File: src/rtl/net_send_sink_if.sv
// AXI-Stream beat bundle feeding the network send sink.
// master drives tdata/tkeep/tvalid/tlast; slave drives tready.
interface net_send_sink_if #(
   parameter int DATA_WIDTH = 512,
   parameter int KEEP_WIDTH = DATA_WIDTH / 8
);
   logic [DATA_WIDTH-1:0] tdata;
   logic [KEEP_WIDTH-1:0] tkeep;
   logic                  tvalid;
   logic                  tlast;
   logic                  tready;

   modport master (
      output tdata, tkeep, tvalid, tlast,
      input  tready
   );

   modport slave (
      input  tdata, tkeep, tvalid, tlast,
      output tready
   );
endinterface

File: src/rtl/net_send_sink.sv
// Packet sink: patterned backpressure, framing/length checks, stats.
// Ports: clk, rst (async active-low), s_axis (AXIS slave), enable,
//   ready_pattern (per-cycle ready mask), clear_stats; outputs pkt_done
//   pulse, pkt/byte counters, last_pkt_bytes, len/frame error counters.
module net_send_sink #(
   parameter int DATA_WIDTH = 512,
   parameter int KEEP_WIDTH = DATA_WIDTH / 8,
   parameter int MAX_BEATS  = 32
) (
   input  logic           clk,
   input  logic           rst,
   net_send_sink_if.slave s_axis,
   input  logic           enable,
   input  logic [15:0]    ready_pattern,
   input  logic           clear_stats,
   output logic           pkt_done,
   output logic [31:0]    pkt_count,
   output logic [47:0]    byte_count,
   output logic [15:0]    last_pkt_bytes,
   output logic [15:0]    len_err_count,
   output logic [15:0]    frame_err_count
);
   localparam int BBW = $clog2(KEEP_WIDTH + 1);
   localparam int CW  = $clog2(MAX_BEATS + 1);
   localparam logic [CW-1:0] MAX_B = CW'(MAX_BEATS);

   typedef enum logic [1:0] {IDLE, BODY, DRAIN} state_t;

   state_t        state;
   logic [3:0]    idx;
   logic [CW-1:0] beats;
   logic [15:0]   pkt_len;
   logic [15:0]   hdr_len;
   logic          pkt_ferr;

   logic           hs;
   logic [BBW-1:0] beat_bytes;
   logic [CW-1:0]  beats_nxt;
   logic [16:0]    len_sum;
   logic [15:0]    len_nxt;
   logic [15:0]    hdr_cur;
   logic           keep_bad;
   logic           ferr_nxt;
   logic           lerr_nxt;
   logic           unused_tdata;

   // Reset gates tready directly so it drops the instant rst falls.
   assign s_axis.tready = rst & enable & ready_pattern[idx];
   assign hs            = s_axis.tvalid & s_axis.tready;
   assign unused_tdata  = ^s_axis.tdata;

   always_comb begin
      beat_bytes = '0;
      for (int i = 0; i < KEEP_WIDTH; i++)
         beat_bytes = beat_bytes + BBW'(s_axis.tkeep[i]);
   end

   // Per-packet accumulators restart from zero on a first beat.
   assign beats_nxt = (state == IDLE) ? CW'(1)
                                      : beats + CW'(1);
   assign len_sum = {1'b0, (state == IDLE) ? 16'd0 : pkt_len}
                  + 17'(beat_bytes);
   assign len_nxt = len_sum[16] ? 16'hFFFF : len_sum[15:0];

   // Header length: byte 16 is the MSB, byte 17 the LSB.
   assign hdr_cur = (state == IDLE)
                  ? {s_axis.tdata[135:128], s_axis.tdata[143:136]}
                  : hdr_len;

   // A last beat must hold 2^n-1 with n >= 1 (contiguous from bit 0).
   assign keep_bad = s_axis.tlast
      ? ((s_axis.tkeep == '0) ||
         ((s_axis.tkeep & (s_axis.tkeep + KEEP_WIDTH'(1))) != '0))
      : !(&s_axis.tkeep);

   assign ferr_nxt = ((state != IDLE) & pkt_ferr) | keep_bad
                   | (state == DRAIN);
   assign lerr_nxt = !ferr_nxt && ((len_nxt - 16'd14) != hdr_cur);

   always_ff @(posedge clk or negedge rst) begin
      if (!rst) begin
         state           <= IDLE;
         idx             <= '0;
         beats           <= '0;
         pkt_len         <= '0;
         hdr_len         <= '0;
         pkt_ferr        <= 1'b0;
         pkt_done        <= 1'b0;
         pkt_count       <= '0;
         byte_count      <= '0;
         last_pkt_bytes  <= '0;
         len_err_count   <= '0;
         frame_err_count <= '0;
      end else begin
         idx      <= idx + 4'd1;
         pkt_done <= 1'b0;
         if (hs) begin
            beats      <= beats_nxt;
            pkt_len    <= len_nxt;
            pkt_ferr   <= ferr_nxt;
            byte_count <= byte_count + 48'(beat_bytes);
            unique case (state)
               IDLE: begin
                  hdr_len <= hdr_cur;
                  if (!s_axis.tlast) state <= BODY;
               end
               BODY: begin
                  if (s_axis.tlast)
                     state <= IDLE;
                  else if (beats_nxt == MAX_B)
                     state <= DRAIN;
               end
               DRAIN: begin
                  if (s_axis.tlast) state <= IDLE;
               end
               default: state <= IDLE;
            endcase
            if (s_axis.tlast) begin
               pkt_done       <= 1'b1;
               pkt_count      <= pkt_count + 32'd1;
               last_pkt_bytes <= len_nxt;
               if (ferr_nxt && frame_err_count != 16'hFFFF)
                  frame_err_count <= frame_err_count + 16'd1;
               if (lerr_nxt && len_err_count != 16'hFFFF)
                  len_err_count <= len_err_count + 16'd1;
            end
         end
         // Clear overrides any same-cycle update; FSM keeps running.
         if (clear_stats) begin
            pkt_count       <= '0;
            byte_count      <= '0;
            last_pkt_bytes  <= '0;
            len_err_count   <= '0;
            frame_err_count <= '0;
         end
      end
   end
endmodule

File: src/flat_wrapper.sv
// flat-port wrapper written by rule: the top's interface ports become plain ports
module net_send_sink_flat 
#(
   parameter int DATA_WIDTH = 512,
   parameter int KEEP_WIDTH = DATA_WIDTH / 8,
   parameter int MAX_BEATS  = 32
)
  (clk, rst, enable, ready_pattern, clear_stats, pkt_done, pkt_count, byte_count, last_pkt_bytes, len_err_count, frame_err_count, s_axis_tdata, s_axis_tkeep, s_axis_tvalid, s_axis_tlast, s_axis_tready);
  net_send_sink_if #(.DATA_WIDTH(DATA_WIDTH), .KEEP_WIDTH(KEEP_WIDTH)) s_axis_i ();
  input  logic clk;
  input  logic rst;
  input  logic enable;
  input  logic [15:0] ready_pattern;
  input  logic clear_stats;
  output logic pkt_done;
  output logic [31:0] pkt_count;
  output logic [47:0] byte_count;
  output logic [15:0] last_pkt_bytes;
  output logic [15:0] len_err_count;
  output logic [15:0] frame_err_count;
  input wire logic [$bits(s_axis_i.tdata)-1:0] s_axis_tdata;
  input wire logic [$bits(s_axis_i.tkeep)-1:0] s_axis_tkeep;
  input wire logic [$bits(s_axis_i.tvalid)-1:0] s_axis_tvalid;
  input wire logic [$bits(s_axis_i.tlast)-1:0] s_axis_tlast;
  output wire logic [$bits(s_axis_i.tready)-1:0] s_axis_tready;
  assign s_axis_i.tdata = s_axis_tdata;
  assign s_axis_i.tkeep = s_axis_tkeep;
  assign s_axis_i.tvalid = s_axis_tvalid;
  assign s_axis_i.tlast = s_axis_tlast;
  assign s_axis_tready = s_axis_i.tready;
  net_send_sink #(.DATA_WIDTH(DATA_WIDTH), .KEEP_WIDTH(KEEP_WIDTH), .MAX_BEATS(MAX_BEATS)) u_core (.clk(clk), .rst(rst), .s_axis(s_axis_i), .enable(enable), .ready_pattern(ready_pattern), .clear_stats(clear_stats), .pkt_done(pkt_done), .pkt_count(pkt_count), .byte_count(byte_count), .last_pkt_bytes(last_pkt_bytes), .len_err_count(len_err_count), .frame_err_count(frame_err_count));
endmodule
File: config.mk
export PLATFORM = sky130hd
export DESIGN_NAME = net_send_sink_flat
export DESIGN_NICKNAME = d
export VERILOG_FILES = /design/src/rtl/net_send_sink_if.sv /design/src/rtl/net_send_sink.sv /design/src/flat_wrapper.sv
export SDC_FILE = /design/constraint.sdc
export NUM_CORES = 1
export LEC_CHECK = 0
export BUFFER_PORTS_ARGS = -buffer_cell sky130_fd_sc_hd__buf_4
export CORE_AREA = 2 2 283 285
export DETAILED_ROUTE_END_ITERATION = 7
export DIE_AREA = 0 0 285 287
export HOLD_SLACK_MARGIN = 0.03
export SYNTH_ARGS = -nofsm -noshare
export SYNTH_HDL_FRONTEND = slang
export SYNTH_SLANG_ARGS = --single-unit
File: constraint.sdc
create_clock -name clk -period 7.6 [get_ports clk]
set_input_delay 1.52 -clock clk [delete_from_list [all_inputs] [get_ports clk]]
set_output_delay 1.52 -clock clk [all_outputs]
set_load 0.005 [all_outputs]
==> results.py <==
metrics = {
    "status": {
        "outcome": "finished, violations left",
        "violations": "setup timing",
    },
    "synthesis": {
        "ys_ff_latch": 174,
        "netlist_top_cells_count": "dfrtp_1, nor2_1, inv_1, nand2_1, o21ai_0",
        "synth_top_family_by_area": "simple AND/OR/NAND/NOR gates",
        "synth-edff-count": 0,
        "synth_compound_area_frac": 0.131,
        "synth.avg_cell_area_um2": 8.80,
        "synth_cell_types": 70,
        "synth_most_common_cell": "dfrtp_1",
        "synth_top_area_frac": 0.338,
        "synth_simple_gate_area_frac": 0.235,
        "seq_area_frac_synth": 0.338,
        "synth_fa_ha_area_frac": 0.124,
        "synth_area_leader_cell": "dfrtp_1",
        "muxShareOfSynthArea": 0.0480,
        "syn_nets": 2155,
        "synthXorXnorAreaFrac": 0.0665,
        "synth_top_flop_cell": "dfrtp_1",
        "syn-cell-area_um2": 12900,
        "synthTopCellsByArea": "dfrtp_1, fa_1, nor2_1",
        "synthCells": 1463,
        "async_flop_share": 1.00,
        "yosysWarningCount": 0,
    },
    "die": {
        "core_um2": 78600,
        "die_h_um": 287,
        "die-area_um2": 81800,
        "io_pins": 728,
        "num_rows": 103,
        "die_w_um": 285,
        "initial_core_util": 0.164,
    },
    "worst_setup_path": {
        "crit_path_max_fanout": 8,
        "worst_path_largest_cell_delay_ps": 570,
        "critical-path-top-delay-family": "adder cells",
        "worst_path_most_repeated_cell": "fa_1",
        "cp_slowest_cell": "fa_2",
        "path_buf_inv": 5,
        "path_class": "primary input to flip-flop",
        "startpoint_type": "primary input",
        "arrival_ps": 10680,
        "endpoint_kind": "flip-flop",
        "cp.required_ps": 7930,
    },
    "clocking": {
        "tritoncts": "yes",
        "cts_buffers": 17,
        "clk_latency_ps": 450,
        "root_buffer": "clkbuf_16",
        "clockBufferDepth": 2,
        "clk_pin_slew_ps": 70,
        "clock_sinks": 174,
        "cts_max_level": 4,
    },
    "timing": {
        "setup_viol": 93,
        "period_minus_slack_ps": 10350,
        "drv_slew": 0,
        "fmax_mhz": 96.6,
        "fin_ws_ps": -2750,
        "max-slew-margin-rel": 0.153,
        "hold_violations": 0,
        "period_share": 1.36,
        "hold-worst-slack_ps": 475,
        "skew_ps": 10.6,
        "rsz0062_at_grt": "true",
        "worst_pin_slew_ps": 1270,
    },
    "grt": {
        "grt_max_degree": 79,
        "grt_usage": 0.119,
        "grt_pass1_wl_um": 75200,
        "antenna_found_initial": 2,
        "overflow": 0,
        "grt_pass1_vias": 12499,
    },
    "routing": {
        "firstDrtPassIters": 7,
        "vias_per_cell": 4.34,
        "post-route-drc-count": 0,
        "ant_nets": 0,
        "wirelength_um": 50600,
        "detail_route.wl_per_cell_um": 17.1,
        "vias": 12813,
        "drtIter0Drc": 948,
    },
    "placed_design": {
        "place_area_um2": 17600,
        "io_buffers": 231,
        "dp_hpwl_um": 39900,
        "routabilityCongestion": 0.979,
    },
    "final_layout": {
        "areaGrowthSynthToFinish_pct": 49.9,
        "fillers": 8611,
        "fin_area_um2": 19300,
        "nNetsFinal": 2584,
        "n_antenna_cell": 0,
        "seqCellArea_um2": 4350,
        "multi_input_area_um2": 8800,
        "final_layout_size_suffix_gt1_frac": 0.367,
    },
    "flow_run": {
        "cap_viol_max_count": 0,
    },
    "min_path": {
        "worstHoldPathType": "flip-flop to flip-flop",
    },
}
worst reg2reg max path: stages, from the launching register on:
cell	delay [ps]
dfrtp_1	470
or2_2	540
and2_1	280
ha_1	220
fa_2	430
a211oi_4	300
o21a_1	240
nor3_4	90
nor2_4	140
inv_2	50
ha_4	150
inv_2	40
o32a_1	190
and3_1	190
nand4_1	190
o31a_1	320
o21a_1	210
o21ba_4	190
o211a_4	170
buf_12	150
nor4_1	260
mux2_2	380
worst paths after layout:
kind,startpoint,end,slack (ps),depth (start not counted)
max in group asynchronous,rst,u_core.pkt_count[18],5340,2
setup / recovery,s_axis_tkeep[0],u_core.len_err_count[5],-2750,32
hold / removal,u_core.pkt_len[2],u_core.pkt_len[2],480,2
hold reg to reg,u_core.pkt_len[2],u_core.pkt_len[2],480,2
setup reg to reg,u_core.state[1],u_core.len_err_count[5],2270,21
min in group asynchronous,rst,u_core.pkt_count[23],1100,1
cell usage in the layout (no fill, tap or decap), types with 19 or more instances in the layout:
| cell | n |
|---|---|
| buf_4 | 419 |
| dfrtp_1 | 174 |
| nor2_1 | 134 |
| inv_1 | 125 |
| nand2_1 | 124 |
| xor2_1 | 54 |
| nand4_1 | 52 |
| fa_1 | 51 |
| nand3_1 | 48 |
| o21ai_0 | 47 |
| a21oi_1 | 43 |
| nor4_1 | 42 |
| buf_6 | 37 |
| xnor2_1 | 35 |
| ha_1 | 29 |
| and3_1 | 28 |
| nor3_1 | 24 |
| or3_1 | 22 |
| mux2_2 | 22 |
| mux2i_1 | 19 |
per-layer routing:
layer	up-vias	track usage	wire length (um)	part of all wire
li1	6035	-	-	-
met1	6327	0.152	21700	0.43
met2	382	0.194	23900	0.47
met3	65	0.0365	3920	0.077
met4	4	0.0308	1010	0.020
met5	-	0	30	0.00059
sequential cells by signal, indices dropped and copies added (netlist names):
signal                  cells
u_core.pkt_len             16
u_core.pkt_count           32
u_core.beats                6
u_core.pkt_done             1
u_core.pkt_ferr             1
u_core.frame_err_count     16
u_core.len_err_count       16
u_core.hdr_len             16
u_core.state                2
u_core.idx                  4
u_core.byte_count          48
u_core.last_pkt_bytes      16
repair_timing:
item,CTS,global route
gates cloned,1,0
pin swaps,40,39
endpoints found under the setup margin,93,94
setup buffers,21,21
hold buffers,0,0
gates resized for setup,92,79
area by class of cell:
class,count,share of cell area
multi-input cells,1098,0.456
clock buffers,18,0.0222
inverters,135,0.0270
clock inverters,13,0.00778
flip-flops and latches,174,0.226
well taps,1050,0.0681
repair buffers,466,0.194
kinds of logic (layout without fill, tap and decap cells):
| kind of cell | Yosys count | in the layout |
|---|---|---|
| buf+inv | 191 | 632 |
| flops | 174 | 174 |
| xor+xnor | 96 | 96 |
| compound gates | 254 | 254 |
| mux | 52 | 52 |
| simple gates | 602 | 602 |
| fa+ha+maj | 94 | 94 |
through the flow:
step	TNS, ps	worst slack (ps)	utilization	instances
after floorplan	-88840	-2730	-	1463
after global placement	-159860	-3200	0.224	2885
after detailed placement	-162860	-3270	0.224	2885
after CTS	-113740	-2720	0.239	2936
after global routing	-140220	-3070	0.246	2954
final	-116590	-2750	0.246	2954
Power is not shown: default switching activity piles up to over one toggle a cycle in this logic, so the estimate is an artifact.
